## config.mk

```make
export PLATFORM = sky130hd
export DESIGN_NAME = pls_sched_arb
export DESIGN_NICKNAME = d
export VERILOG_FILES = /design/src/rtl/Types.sv /design/src/rtl/rr_pick.sv /design/src/rtl/pls_sched_arb.sv
export SDC_FILE = /design/constraint.sdc
export NUM_CORES = 1
export LEC_CHECK = 0
export CAP_MARGIN = 10
export CORE_AREA = 5 5 69 71
export DETAILED_ROUTE_END_ITERATION = 8
export DIE_AREA = 0 0 74 76
export GPL_TIMING_DRIVEN = 0
export PLACE_DENSITY_LB_ADDON = 0.3
export RECOVER_POWER = 100
export SYNTH_ARGS = -nofsm -noshare
export SYNTH_HDL_FRONTEND = slang
export SYNTH_SLANG_ARGS = --single-unit
```

## constraint.sdc

```tcl
create_clock -name clock -period 5.5 [get_ports clock]
set_input_delay 0.825 -clock clock [delete_from_list [all_inputs] [get_ports clock]]
set_output_delay 0.825 -clock clock [all_outputs]
set_load 0.01 [all_outputs]
```

## src/rtl/Types.sv

```systemverilog
// Shared types for the pulse scheduler/arbiter block.
package Types;
    localparam int ARB_N_REQ = 4;

    typedef enum logic [1:0] {IDLE, START, WAIT} arb_state_t;
endpackage

```

## src/rtl/rr_pick.sv

```systemverilog
// Round-robin winner select: rotate pending flags so the search origin is bit 0,
// priority-encode the lowest set bit, then rotate the index back.
module rr_pick #(
    parameter int N_REQ = 4,
    parameter int SEL_W = $clog2(N_REQ)
) (
    input  logic [N_REQ-1:0] pend,
    input  logic [SEL_W-1:0] last,
    output logic [SEL_W-1:0] gnt_idx,
    output logic             gnt_vld
);
    logic [SEL_W:0]   start;
    logic [SEL_W:0]   enc;
    logic [SEL_W:0]   sum;
    logic [N_REQ-1:0] rot;

    always_comb begin
        // N_REQ need not be a power of two, so wrap explicitly
        start = {1'b0, last} + (SEL_W+1)'(1);
        if (start >= (SEL_W+1)'(N_REQ))
            start = '0;
        rot = N_REQ'({pend, pend} >> start);
        enc = '0;
        for (int i = N_REQ - 1; i >= 0; i--)
            if (rot[i])
                enc = (SEL_W+1)'(i);
        sum = enc + start;
        if (sum >= (SEL_W+1)'(N_REQ))
            sum = sum - (SEL_W+1)'(N_REQ);
        gnt_idx = SEL_W'(sum);
        gnt_vld = |pend;
    end
endmodule

```

## src/rtl/pls_sched_arb.sv

```systemverilog
// Round-robin scheduler sharing one readout engine among N_REQ pulse lanes,
// with start/done handshake, completion timeout and overrun drop counter.
module pls_sched_arb
    import Types::*;
#(
    parameter int N_REQ   = ARB_N_REQ,
    parameter int CNT_W   = 8,
    parameter int TMO_CYC = 1024
) (
    input  logic                     clock,
    input  logic                     reset_n,
    input  logic                     en,
    input  logic [N_REQ-1:0]         pls_in,
    input  logic                     eng_done,
    input  logic                     clr_err,
    output logic                     eng_start,
    output logic [$clog2(N_REQ)-1:0] eng_sel,
    output logic                     busy,
    output logic [N_REQ-1:0]         pend,
    output logic [CNT_W-1:0]         drop_cnt,
    output logic                     tmo_err,
    output logic [$clog2(N_REQ)-1:0] tmo_lane
);
    localparam int SEL_W = $clog2(N_REQ);
    localparam int TMR_W = $clog2(TMO_CYC);
    localparam int SUM_W = CNT_W + SEL_W + 1;
    localparam logic [CNT_W-1:0] CNT_MAX = {CNT_W{1'b1}};

    arb_state_t       state, state_n;
    logic [SEL_W-1:0] last;
    logic [TMR_W-1:0] timer;
    logic [SEL_W-1:0] win;
    logic             win_vld;
    logic             grant;
    logic             tmo;
    logic             hit;
    logic [N_REQ-1:0] pend_n;
    logic [SEL_W:0]   drop_num;
    logic [SUM_W-1:0] cnt_sum;
    logic [CNT_W-1:0] cnt_n;

    rr_pick #(.N_REQ(N_REQ), .SEL_W(SEL_W)) u_pick (
        .pend    (pend),
        .last    (last),
        .gnt_idx (win),
        .gnt_vld (win_vld)
    );

    always_comb begin
        state_n = state;
        grant   = 1'b0;
        tmo     = 1'b0;
        case (state)
            IDLE:
                if (en && win_vld) begin
                    state_n = START;
                    grant   = 1'b1;
                end
            START:
                state_n = WAIT;
            WAIT:
                if (eng_done)
                    state_n = IDLE;
                else if (timer == TMR_W'(TMO_CYC - 1)) begin
                    state_n = IDLE;
                    tmo     = 1'b1;
                end
            default:
                state_n = IDLE;
        endcase
    end

    // A re-pulse on the lane being granted re-arms it instead of counting as a drop
    always_comb begin
        pend_n   = '0;
        drop_num = '0;
        hit      = 1'b0;
        for (int i = 0; i < N_REQ; i++) begin
            hit       = grant && (win == SEL_W'(i));
            pend_n[i] = pls_in[i] | (pend[i] & ~hit);
            if (pls_in[i] && pend[i] && !hit)
                drop_num = drop_num + (SEL_W+1)'(1);
        end
        cnt_sum = (clr_err ? '0 : SUM_W'(drop_cnt)) + SUM_W'(drop_num);
        cnt_n   = (cnt_sum > SUM_W'(CNT_MAX)) ? CNT_MAX : CNT_W'(cnt_sum);
    end

    always_ff @(posedge clock) begin
        if (!reset_n) begin
            state     <= IDLE;
            last      <= SEL_W'(N_REQ - 1);
            timer     <= '0;
            eng_start <= 1'b0;
            eng_sel   <= '0;
            busy      <= 1'b0;
            pend      <= '0;
            drop_cnt  <= '0;
            tmo_err   <= 1'b0;
            tmo_lane  <= '0;
        end else begin
            state     <= state_n;
            pend      <= pend_n;
            drop_cnt  <= cnt_n;
            eng_start <= (state_n == START);
            busy      <= (state_n != IDLE);
            if (grant) begin
                eng_sel <= win;
                last    <= win;
                timer   <= '0;
            end else if (state == WAIT) begin
                timer <= timer + TMR_W'(1);
            end
            if (tmo) begin
                tmo_err  <= 1'b1;
                tmo_lane <= eng_sel;
            end else if (clr_err) begin
                tmo_err  <= 1'b0;
                tmo_lane <= '0;
            end
        end
    end
endmodule
```

## Yosys cells after proc, flatten, opt, wreduce, memory -nomap -nowiden

Index checks and enable logic that the tools add are counted.

- Flip-flop bits (word level): 33
- Input port bits: 9
- Output and inout bits: 19
- Word-level logic and storage cells: 90

- Add/sub/neg operators: 8
- Order comparisons: 3
- Eq/ne operators: 7
- Shift operators: 1
- Mux-type cells: 25
- Bitwise gates (word level): 13
- Reduce and logical (&&, ||, !) cells: 23

Operator list:

| operator | count |
|---|---|
| 2-bit 2-to-1 mux | 10 |
| 8-bit 2-to-1 mux | 2 |
| 1-bit logical AND | 13 |
| 3-bit 2-to-1 mux | 4 |
| 10-bit by 1-bit adder with 10-bit output, second input constant | 1 |
| 10-bit == test, second input constant | 1 |
| 3-bit by 1-bit adder with 3-bit output, second input constant | 3 |
| 8-bit by 3-bit adder with 9-bit output | 1 |
| 9-bit by 8-bit greater-than comparator with 1-bit output, second input constant | 1 |
| 1-bit 2-to-1 mux | 8 |
| 8-bit by 3-bit >> shifter with 4-bit output | 1 |
| 2-bit by 1-bit == test with 1-bit output, second input constant | 3 |
| 2-bit == test, second input constant | 3 |
| 3-bit greater-or-equal comparator, second input constant | 2 |
| 2-bit one-hot mux with 3 select lines | 1 |
| 1-bit inverter | 5 |
| 1-bit bitwise AND | 4 |
| 1-bit zero test | 4 |
| 2-bit zero test | 2 |
| 1-bit bitwise OR | 4 |
| 2-bit nonzero test | 2 |
| 4-bit OR reduction | 1 |
| 2-bit by 1-bit adder with 3-bit output, second input constant | 1 |
| 2-bit by 3-bit adder with 3-bit output | 1 |
| 2 further kinds | 2 |

## Logic depth before layout (Yosys ltp)

Gate-level depths: netlist (run 1).

- Depth after elaboration: 25
- Gate-level depth with buffers: 28
- Depth with buffers taken out: 27

## Hierarchy

A second synthesis (run 1) with hierarchy kept.

- Cells, all modules: 202
- Area, all modules: 1742.9 um^2

By module, submodules not included:

| module | instances | cells an instance | area each (um^2) | sequential area each (um^2) |
|---|---|---|---|---|
| pls_sched_arb | 1 | 175 | 1566.5 | 660.6 |
| rr_pick | 1 | 27 | 176.4 | 0.0 |

## Worst setup path before layout (run 1)

No wires, ideal clock.

- Kind: flip-flop to flip-flop
- From: register last[0]
- To: register drop_cnt[7]
- Setup time: 0.115 ns
- Data arrival time: 5.025 ns
- Data required time: 5.385 ns
- Path slack: 0.360 ns
- Cell stages (with the launch flop): 26
- Buffers on the path: 0
- Period minus slack after synthesis: 5.140 ns
- Cells stage by stage: dfxtp_1 > ha_1 > nand2_1 > a21oi_1 > nor2_1 > a21oi_1 > a21oi_1 > ha_1 > nor2b_1 > and4_4 > a2111oi_4 > nand3_2 > o21a_1 > and2_1 > ha_1 > inv_1 > a311o_1 > o311ai_4 > ha_1 > mux2_1 > ha_1 > a21o_1 > a21oi_1 > or3_1 > a21oi_1 > o21a_1

- Longest elaborated chain between the ends: 25
- Elaborated cells between the ends (all ways): 38
- Classes of those cells: add/sub: 7; order compare: 3; eq/ne: 3; shift: 1; mux: 11; reduce/logical: 13

RTL lines:

| what | RTL line | RTL |
|---|---|---|
| from (decl) | pls_sched_arb.sv:30 | `logic [SEL_W-1:0] last;` |
| from (signal assigned) | pls_sched_arb.sv:91 | `last <= SEL_W'(N_REQ - 1);` |
| from (signal assigned) | pls_sched_arb.sv:108 | `last <= win;` |
| 2-bit by 1-bit adder with 3-bit output (*) | rr_pick.sv:19 | `start = {1'b0, last} + (SEL_W+1)'(1);` |
| 3-bit greater-or-equal comparator | rr_pick.sv:20 | `if (start >= (SEL_W+1)'(N_REQ))` |
| 3-bit 2-to-1 mux (*) | rr_pick.sv:20 |  |
| 8-bit by 3-bit >> shifter with 4-bit output | rr_pick.sv:22 | `rot = N_REQ'({pend, pend} >> start);` |
| 2-bit 2-to-1 mux (4 in a row) | rr_pick.sv:25 | `if (rot[i])` |
| 2-bit by 3-bit adder with 3-bit output (*) | rr_pick.sv:27 | `sum = enc + start;` |
| 3-bit greater-or-equal comparator / 2-bit by 1-bit subtractor with 2-bit output (equally long branches) | rr_pick.sv:28, rr_pick.sv:29 |  |
| 2-bit 2-to-1 mux (*) | rr_pick.sv:28 | `if (sum >= (SEL_W+1)'(N_REQ))` |
| [... 6 more ...] | n/a |  |
| 3-bit 2-to-1 mux | pls_sched_arb.sv:81 | `if (pls_in[i] && pend[i] && !hit)` |
| 3-bit by 1-bit adder with 3-bit output | pls_sched_arb.sv:82 | `drop_num = drop_num + (SEL_W+1)'(1);` |
| 3-bit 2-to-1 mux | pls_sched_arb.sv:81 |  |
| 3-bit by 1-bit adder with 3-bit output | pls_sched_arb.sv:82 |  |
| 3-bit 2-to-1 mux (*) | pls_sched_arb.sv:81 |  |
| 8-bit by 3-bit adder with 9-bit output (*) | pls_sched_arb.sv:84 | `cnt_sum = (clr_err ? '0 : SUM_W'(drop_cnt)) + SUM_W'(drop_num);` |
| 9-bit by 8-bit greater-than comparator with 1-bit output | pls_sched_arb.sv:85 | `cnt_n = (cnt_sum > SUM_W'(CNT_MAX)) ? CNT_MAX : CNT_W'(cnt_sum);` |
| 8-bit 2-to-1 mux (*) | pls_sched_arb.sv:85 |  |
| to (signal assigned) | pls_sched_arb.sv:103 | `drop_cnt <= cnt_n;` |
| to (decl) | pls_sched_arb.sv:20 | `output logic [CNT_W-1:0] drop_cnt,` |

Mark *: on every way between the ends. The rest lies on a longest branch, timed or not.
A chain may end at the register's enable or synchronous reset.

## Worst setup path after layout (run 1)

- From: register last[0]
- To: register drop_cnt[2]

Same word-level chain as after synthesis.

==> metrics.md, run 1 <==
| Metric | Value |
|---|---|
| Commonest non-fill, non-tap cells in the layout | dfxtp_1, nor2_1, nand2_1 |
| Initial antenna violation count | 0 |
| FF-to-FF End | drop_cnt[2]$_SDFF_PN0_ |
| Initial drt markers | 76 |
| Largest net degree at the start of global routing | 11 |
| Layout Area Growth over Synthesis | 29.9% |
| Critical path launch point type | register |
| Critical Path Fanout Max | 8 |
| RD Place Congestion | around 0.82 |
| Detailed Place HPWL | 3030 um |
| Routed len/inst | 14.1 um |
| Setup WS post-layout | 0.187 ns |
| Final Cell Area | 2470 sq um |
| Worst-skew pair later-pin latency | 0.28 ns |
| Worst-path clk slew | 0.07 ns |
| Die Width | 74 um |
| Initial Utilization | 0.456 |
| Lkg Pwr | 0.982 nW |
| Sequential share of power | 0.388 |
| Setup Skew | 0.00342 ns |
| Slew HR | 0.602 |
| Die Y | around 76 um |
| Clock H-tree levels | 2 |
| Top FF cell, synth | dfxtp_1 |
| Cell Pwr Density | 274 nW/um^2 |
| EDFF count, synth | 0 |
| Cts bufs inserted | 5 |
| Worst reg2reg setup slack | 0.19 ns |
| Clock root buffer master | clkbuf_8 |
| Int Pwr | 0.488 mW |
| Max clock buf depth | 2 |
| Fmax | around 190 MHz |
| CTS tree | built |
| Mapped cell area | 1900 sq um |
| Max-slew violations | 0 |
| Maximum VDD drop | 0.000194 V |
| Initial DRT Pass Iterations | 4 |
| Critical path type | register to register |
| Post-place setup slack | -0.319 ns |
| Vias | 1,717 |
| Clock tree sinks | 33 |
| CP Capture Type | register |
| ANT nets after route | 0 |
| Number of diodes | 0 |
| Total track usage | 0.160 |
| Mapped Cells | 218 |
| Sw Pwr | 0.189 mW |
| Async S/R FF share, synth | 0 |
| Synthesized net count | 237 |
| Max-Cap Viols | 0 |
| Outcome | complete, no violations |
| Setup crit end | drop_cnt[2]$_SDFF_PN0_ |
| Synthesis-stage register bit count | 33 |
| HP Class | register to register |
| Reg-to-reg startpoint | last[0]$_SDFFE_PN1P_ |
| Final hold viol count | 0 |
| Final setup violation count | 0 |
| Commonest non-fill, non-tap cell in the layout | dfxtp_1 |
| Yosys cell types | 48 |
| DRC viols | 0 |
| Share of cells above drive strength 1 | 0.146 |
| Setup_tns | 0 ns |
| R2R depth | 25 |
| Clock power share | 0.349 |
| Input/output buffers | 27 |
| I/O pin count | 28 |
| Mapped Avg Cell Area | about 8.7 sq um |
| Avg Vias per Cell | 5.50 |
| Comb power frac | 0.263 |
| Register area share after synthesis | 0.347 |
| Least-Margin Pin Slew | a little under 0.6 ns |
| Period minus WS final | 5.31 ns |
| Fin nets | 278 |
| Row Count | 24 |
| Dpl cell area | 2240 sq um |
| Die ar. | around 5600 sq um |
| Tot Pwr | approximately 0.68 mW |
| Critical Path AT | ~5.5 ns |
| Core Area | between 4000 and 5000 sq um |
| Final Cycle Share | 0.966 |
| Sw Share | 0.279 |
| Congestion Overflow GR | 0 |
| First-pass GRT wire length | 7200 um |
| Vias in the first global route | ~1,600 |
| Final WL | 4400 um |
| Critical Path Source | last[0]$_SDFFE_PN1P_ |
| Yosys warns | 0 |
| Worst EP required | 5.68 ns |
| Finished Core Util | 0.592 |
==> stage by stage <==
step / hold WS, ns / instances
6_report: 0.483 / 312
4_1_cts: 0.483 / 306
2_1_floorplan: 0.454 / 218
3_3_place_gp: 0.464 / 297
5_1_grt: 0.531 / 312
3_5_place_dp: 0.472 / 297
==> logic make-up after synthesis <==
group	synth area share
AO/OA/AOI/OAI	0.211
XOR/XNOR	0.0645
adder cells (fa/ha/maj)	0.0697
buffers and inverters	0.0243
flip-flops	0.347
multiplexers	0.00592
AND/OR/NAND/NOR	0.277
==> power groups by stage <==
stage	combinational [mW]	sequential (mW)	clock [mW]
2_1_floorplan	0.104	0.268	0
3_3_place_gp	0.152	0.266	0
3_5_place_dp	0.155	0.267	0
4_1_cts	0.161	0.262	0.243
5_1_grt	0.195	0.264	0.251
6_report	0.178	0.262	0.236
==> how the worst min path moves through the flow <==
stage / startpoint / endpoint / slack, ns / cells past startpoint
after floorplan: timer[1]$_SDFFE_PP0N_ / timer[1]$_SDFFE_PP0N_ / 0.45 / 2
after global placement: timer[1]$_SDFFE_PP0N_ / timer[1]$_SDFFE_PP0N_ / 0.46 / 2
after global routing: eng_sel[1]$_SDFFE_PN0P_ / tmo_lane[1]$_SDFFE_PN0P_ / 0.53 / 2
final: timer[1]$_SDFFE_PP0N_ / timer[1]$_SDFFE_PP0N_ / 0.48 / 2
after detailed placement: timer[1]$_SDFFE_PP0N_ / timer[1]$_SDFFE_PP0N_ / 0.47 / 2
after CTS: timer[1]$_SDFFE_PP0N_ / timer[1]$_SDFFE_PP0N_ / 0.48 / 2
==> critical path, stage by stage (launching register included) <==
cell       delay (ns)
dfxtp_4          0.38
ha_4             0.32
nand2_1          0.07
a21oi_1          0.15
nor2_1           0.05
a211oi_1         0.20
a21oi_1          0.07
ha_2             0.20
nand2b_1         0.10
nor4_1           0.08
a2111oi_4        0.40
and3_4           0.27
a31oi_1          0.12
and2_1           0.19
ha_2             0.38
inv_1            0.07
a311o_1          0.31
o311ai_4         0.11
ha_1             0.29
mux2_1           0.34
fa_2             0.42
a21o_1           0.18
nand4_1          0.13
buf_4            0.15
nor3_4           0.05
o21a_1           0.19
==> routing by layer <==
metal  GRT usage  part of all wire  vias up  wire length, um
met4      0.0797             0.026        0              114
li1            -                 -      870                -
met5           0                 0        -                0
met1       0.207              0.46      792             2040
met3      0.0330             0.039       12              171
met2       0.247              0.47       43             2070
==> what timing repair did <==
| action | CTS | global route |
|---|---|---|
| buffers inserted | 1 | 6 |
| gates cloned | 0 | 0 |
| pin swaps | 1 | 5 |
| gates resized for setup | 6 | 11 |
| hold endpoints to repair | 0 | 0 |
| endpoints found under the setup margin | 8 | 8 |
| hold buffers | 0 | 0 |
==> cell type report <==
cell class,count,area (sq um)
clock buffer,7,86.3
fill,393,1700
sequential,33,666
buffer,7,37.5
inverter,3,11.3
clock inverter,1,30.0
multi-input combinational,175,1250
timing repair buffer,34,323
tap,52,65.1
==> registers in the layout (all words and copies together) (netlist names), 2 cells and up <==
name,cells
timer,10
drop_cnt,8
pend,4
eng_sel,2
last,2
state,2
tmo_lane,2
==> synth_stat cells (2+ instances only) <==
master     n  share of area
a21boi_0   3          0.012
a21o_1     2         0.0079
a21oi_1   10          0.026
a31oi_1    4          0.013
and2_1     3         0.0099
and3_1     3         0.0099
clkbuf_1   5         0.0099
dfxtp_1   33           0.35
ha_1       9          0.059
inv_1      3         0.0059
nand2_1   22          0.043
nand2b_1   2         0.0066
nand3_1    7          0.018
nand4_1    5          0.016
nor2_1    22          0.043
nor2b_1   10          0.033
nor3_1     4          0.011
nor3b_1    4          0.016
o21a_1    16          0.063
o21ai_0    5          0.013
or3_1      5          0.016
or3b_2     2         0.0092
or4_1      2         0.0079
xnor2_1    5          0.023
xor2_1     9          0.041
(Power assumes the default switching activity.)
==> run 2: changes to the inputs <==
- CORE_AREA: 5 5 69 71 -> 2 2 66 68
- DIE_AREA: 0 0 74 76 -> 0 0 68 70
- PLACE_DENSITY: not set -> 0.74
- PLACE_DENSITY_LB_ADDON: 0.3 -> not set
==> run 2 against run 1 <==
Compared with the run above:
- non-clock buffer count fell by 3
- critical endpoint is now drop_cnt[6]$_SDFF_PN0_
- sequential power barely moved
- total power shrank 12%
- critical path depth down 1
- sequential share of layout area up 0.97 points
- cell area decreased by 3.6%
==> metrics.md, run 2 (synthesized netlist as in run 1, its figures left out) <==
| Metric | Value |
|---|---|
| CP top delay family | adder cells |
| DP Cell Count | 297 |
| Critical path launch point type | register |
| Final hold viol count | 0 |
| Period minus WS final | between 5 and 6 ns |
| Slew HR | 0.561 |
| CP max stage delay | 0.41 ns |
| Max reg flops | 10 |
| Lkg Pwr | 0.943 nW |
| RD Place Congestion | 0.840 |
| First-pass GRT wire length | 6550 um |
| Maximum VDD drop | around 0.00013 V |
| Initial drt markers | 54 |
| Initial antenna violation count | 0 |
| CTS tree | built |
| Critical path type | register to register |
| Initial DRT Pass Iterations | 4 |
| Vias in the first global route | about 1,500 |
| Endpoint, Worst Hold | timer[1]$_SDFFE_PP0N_ |
| Post-Layout Cell Count | just over 300 |
| Worst path depth | 24 |
| Largest register by flop count | timer |
| Least-Margin Pin Slew | 0.652 ns |
| Detailed Place HPWL | 2880 um |
| Commonest non-fill, non-tap cell in the layout | dfxtp_1 |
| Max clock buf depth | 2 |
| Max-slew violations | 0 |
| Critical Path Fanout Max | 8 |
| Avg Vias per Cell | 5.39 |
| Cts bufs inserted | 5 |
| Number of diodes | 0 |
| Number of fill cells | 392 |
| Fmax | just under 200 MHz |
| Worst EP required | 5.69 ns |
| HP Class | register to register |
| Critical path cell sequence | ha_2 -> nand2_1 -> a21oi_1 -> nor2_1 -> a211oi_1 -> a21oi_1 -> ha_2 -> nand2b_1 -> nor4_1 -> a2111oi_4 -> and3_1 -> a31oi_1 -> and2_0 -> ha_4 -> inv_1 -> a311o_1 -> o311ai_2 -> ha_1 -> mux2_2 -> fa_2 -> a21o_1 -> nand4_1 -> nor3b_1 -> nor4b_1 |
| Die Y | 70 um |
| I/O pin count | 28 |
| Input/output buffers | 27 |
| Total track usage | 0.181 |
| Share of cells above drive strength 1 | 0.125 |
| R2R depth | 24 |
| Hold slack | 0.481 ns |
| Critical Path AT | 5.36 ns |
| Congestion Overflow GR | 0 |
| Commonest non-fill, non-tap cells in the layout | dfxtp_1, nor2_1, nand2_1 |
| Final WL | between 3000 and 4000 um |
| Largest net degree at the start of global routing | 11 |
| Critical-path top delay cell | fa_2 |
| Cell Pwr Density | 250 nW/um^2 |
| WP buf/inv | 1 |
| Worst-skew pair later-pin latency | approximately 0.28 ns |
| Row Count | 24 |
| Worst Hold Launch | timer[1]$_SDFFE_PP0N_ |
| Final setup violation count | 0 |
| Finished Core Util | 0.574 |
| Vias | 1,664 |
| Clock H-tree levels | 2 |
| Worst-path clk slew | 0.06 ns |
| Outcome | complete, no violations |
| Worst reg2reg setup slack | 0.33 ns |
| Clock tree sinks | 33 |
| Layout Area Growth over Synthesis | 25.1% |
| Final Cycle Share | 0.940 |
| Reg-to-reg startpoint | last[0]$_SDFFE_PN1P_ |
| Max-Cap Viols | 0 |
| FF-to-FF End | drop_cnt[6]$_SDFF_PN0_ |
| ANT nets after route | 0 |
| Die Width | 68 um |
| Setup Skew | 0.00359 ns |
| Clock root buffer master | clkbuf_8 |
| Largest registers | timer: 10 flops, drop_cnt: 8 flops, pend: 4 flops |
| Fin nets | about 280 |
| Die ar. | 4760 sq um |
| Hold Crit Depth | 2 |
| CP Capture Type | register |
| Routed len/inst | between 10 and 15 um |
| Core Area | 4140 sq um |
| Initial Utilization | 0.459 |
| DRC viols | 0 |
run 2: changes by cell type in the layout (fill, tap and decap cells not counted), sizes merged:
cell,change
buf,-3
bufinv,-1
clkbuf,-1
clkdlybuf4s50,-1
clkinv,+2
dlygate4sd3,+1
run 2: what timing repair did:
action                     4_1_cts  5_1_grt
setup endpoints to repair        8        8
buffers inserted                 1        3
gates resized for setup          4       10
hold buffers                     0        0
cloned                           0        0
pin swaps                        1        8
run 2: area by class of cell:
class                           count  area (sq um)  area share
Sequential cell                    33           664       0.279
Tap cell                           52          65.1      0.0273
Inverter                            3          11.3     0.00473
Multi-Input combinational cell    175          1220       0.515
Timing Repair Buffer               31           297       0.125
Buffer                              7          35.0      0.0147
Clock inverter                      2          10.0     0.00421
Clock buffer                        6          72.6      0.0305
run 2: metrics by stage:
step                total power [mW]  cell area [sq um]  setup TNS [ns]  setup slack (ns)
global route                   0.633               2380          -0.161           -0.0379
CTS                            0.599               2340               0           0.00832
finish                         0.595               2380               0             0.329
global placement               0.417               2240           -1.51            -0.228
detailed placement             0.420               2240           -1.99            -0.292
floorplan                      0.372               1900               0             0.360
run 2: worst max path at each step:
stage	startpoint	end	slack [ns]
2_1_floorplan	last[0]$_SDFFE_PN1P_	drop_cnt[7]$_SDFF_PN0_	0.36
3_3_place_gp	last[0]$_SDFFE_PN1P_	drop_cnt[4]$_SDFF_PN0_	-0.23
3_5_place_dp	last[0]$_SDFFE_PN1P_	drop_cnt[4]$_SDFF_PN0_	-0.29
4_1_cts	last[0]$_SDFFE_PN1P_	drop_cnt[6]$_SDFF_PN0_	0.008
5_1_grt	last[0]$_SDFFE_PN1P_	drop_cnt[4]$_SDFF_PN0_	-0.04
6_report	last[0]$_SDFFE_PN1P_	drop_cnt[6]$_SDFF_PN0_	0.33
run 2: per-layer routing:
layer  wire length (um)  GRT usage
met5                  0          0
met4                 72     0.0844
met3                140     0.0435
met2               1810      0.262
met1               1970      0.250
run 2: tightest hold or removal path: cells and delay by family (launching register included):
family,cells,cell delay (ns)
DFF,1,0.32
and+or+nand+nor,1,0.06
AOI/OAI and AO/OA,1,0.05
run 2: power breakdown:
part / total, mW / leakage [nW] / internal (mW) / switching, mW
combinational: 0.161 / 0.629 / 0.0769 / 0.0837
sequential: 0.261 / 0.269 / 0.251 / 0.00933
clock: 0.174 / 0.0450 / 0.0876 / 0.0863
==> run 3: changes to the inputs <==
- CORE_AREA: 2 2 66 68 -> 2 2 63 65
- DIE_AREA: 0 0 68 70 -> 0 0 65 67
- PLACE_DENSITY: 0.74 -> 0.77
- clock period: 5.5 -> 5.85 ns (I/O delays scaled with it)
==> run 3 against run 2 <==
Compared with the run above:
- sequential cell count stayed put
- clock-buffer cell count is 1 lower
- critical path depth is the same
- register-to-register slack better by 0.15 ns
- worst hold slack better by 0.0081 ns
- sequential share of layout area shrank 0.29 points
- non-clock buffer count decreased by 3
- global-route usage up 3.5 points
- cell area grew 0.68%
- clock power is 48% higher
==> metrics.md, run 3 (synthesized netlist as in run 1, its figures left out) <==
| Metric | Value |
|---|---|
| Max clock buf depth | 2 |
| Layout Area Growth over Synthesis | 26.0% |
| Hold slack | a little under 0.5 ns |
| Critical Path AT | 5.57 ns |
| Tot Pwr | 0.652 mW |
| Finished Core Util | 0.664 |
| Vias | 1,719 |
| Core Area | 3610 sq um |
| Routed len/inst | 14.2 um |
| Initial antenna violation count | 0 |
| Fmax | about 190 MHz |
| Period minus WS final | between 5 and 6 ns |
| Vias in the first global route | 1,596 |
| Row Count | 22 |
| Final hold viol count | 0 |
| Cell Pwr Density | 272 nW/um^2 |
| Share of cells above drive strength 1 | 0.110 |
| Worst-path clk slew | 0.07 ns |
| Cts bufs inserted | 5 |
| DRC viols | 0 |
| Largest register by flop count | timer |
| Initial Utilization | 0.527 |
| Number of diodes | 0 |
| CTS tree | built |
| Hold buffers post-CTS | 0 |
| CP Capture Type | register |
| Setup_tns | 0 ns |
| Max-slew violations | 0 |
| Total track usage | 0.216 |
| Congestion Overflow GR | 0 |
| Input/output buffers | 27 |
| Setup WS post-layout | 0.477 ns |
| I/O pin count | 28 |
| Slew HR | 0.577 |
| Clock tree sinks | 33 |
| Worst-skew pair later-pin latency | 0.29 ns |
| Maximum VDD drop | 0.000232 V |
| Max-Cap Viols | 0 |
| Critical-path top delay cell | a2111oi_4 |
| Largest registers | timer: 10 flops, drop_cnt: 8 flops, pend: 4 flops |
| Die ar. | 4360 sq um |
| Setup Skew | approximately 0.0035 ns |
| RD Place Congestion | between 0.8 and 0.9 |
| Final Cycle Share | 0.919 |
| Lkg Pwr | 0.952 nW |
| CP top delay family | compound AO/OA/AOI/OAI gates |
| Critical path type | register to register |
| Detailed Place HPWL | 3050 um |
| HP Class | register to register |
| Initial DRT Pass Iterations | 4 |
| Critical path cell sequence | ha_4 -> nand2_1 -> a21oi_1 -> nor2_1 -> a211oi_1 -> a21oi_1 -> ha_1 -> nand2b_1 -> a31oi_1 -> a2111oi_4 -> and3_4 -> a31oi_1 -> and2_0 -> ha_2 -> inv_1 -> a311o_1 -> o311ai_2 -> ha_1 -> mux2_1 -> fa_1 -> a21o_1 -> nand4_1 -> nor3b_1 -> nor4b_1 |
| Number of fill cells | 313 |
| Fin nets | between 200 and 300 |
| ANT nets after route | 0 |
| Final setup violation count | 0 |
| Critical Path Source | last[0]$_SDFFE_PN1P_ |
| Reg-to-reg startpoint | last[0]$_SDFFE_PN1P_ |
| Initial drt markers | 112 |
| WP buf/inv | 1 |
| Post-place setup slack | 0.0184 ns |
| Largest net degree at the start of global routing | 12 |
| Max reg flops | 10 |
| Die Y | 67 um |
| Unrepaired setup endpoints after global routing | no |
| Least-Margin Pin Slew | 0.628 ns |
| Critical Path Fanout Max | 8 |
| Clock H-tree levels | 2 |
| Outcome | complete, no violations |
| Clock root buffer master | clkbuf_8 |
| Worst EP required | 6.05 ns |
| Final WL | 4300 um |
| Commonest non-fill, non-tap cells in the layout | dfxtp_1, nor2_1, nand2_1, dlygate4sd3_1, o21a_1 |
| CP max stage delay | 0.49 ns |
| Commonest non-fill, non-tap cell in the layout | dfxtp_1 |
| First-pass GRT wire length | 7120 um |
| Worst Hold Launch | timer[1]$_SDFFE_PP0N_ |
| Critical path launch point type | register |
| Die Width | 65 um |
| Avg Vias per Cell | 5.69 |
run 3: final timing paths:
| path | to | slack (ns) | cells after the start |
|---|---|---|---|
| setup / recovery | drop_cnt[6]$_SDFF_PN0_ | 0.48 | 24 |
| hold / removal | timer[1]$_SDFFE_PP0N_ | 0.49 | 2 |
| setup reg to reg | drop_cnt[6]$_SDFF_PN0_ | 0.48 | 24 |
| hold reg to reg | timer[1]$_SDFFE_PP0N_ | 0.49 | 2 |
run 3: metal layers:
layer	GRT usage	routed length (um)	vias to the layer above
met5	0	0	-
met4	0.0745	54	0
met3	0.0625	158	5
met2	0.357	2060	27
met1	0.268	2030	831
li1	-	-	856
run 3: through the flow:
stage,cells,cell area [sq um]
floorplan,218,1900
global placement,293,2230
detailed placement,293,2230
CTS,301,2370
global route,302,2400
finish,302,2400
run 3: layout make-up:
cell class	instances	area, sq um	share of cell area
buffer	7	35.0	0.0146
timing repair buffer	28	278	0.116
multi-input combinational	175	1220	0.508
clock buffer	5	68.8	0.0287
clock inverter	3	65.1	0.0272
inverter	3	11.3	0.00470
sequential	33	662	0.276
tap	48	60.1	0.0251
run 3: worst reg2reg max path: cells and delay by family, from the launching register on:
| kind | cells | cell delay [ns] |
|---|---|---|
| AO/OA/AOI/OAI | 9 | 1.68 |
| adder cells (fa/ha/maj) | 5 | 1.68 |
| flip-flops | 1 | 0.38 |
| AND/OR/NAND/NOR | 8 | 1.16 |
| buffers and inverters | 1 | 0.06 |
| multiplexers | 1 | 0.33 |
run 3: report_power, final:
group	internal [mW]	switching, mW	total [mW]
Combinational	0.0706	0.0775	0.148
Clock	0.169	0.0881	0.257
Sequential	0.236	0.0101	0.246
Total	0.476	0.176	0.652
run 3: repair_timing:
item | CTS | global route
pin swaps | 0 | 1
endpoints found under the setup margin | 5 | 8
cloned | 0 | 0
gates resized for setup | 1 | 8
setup buffers | 0 | 1
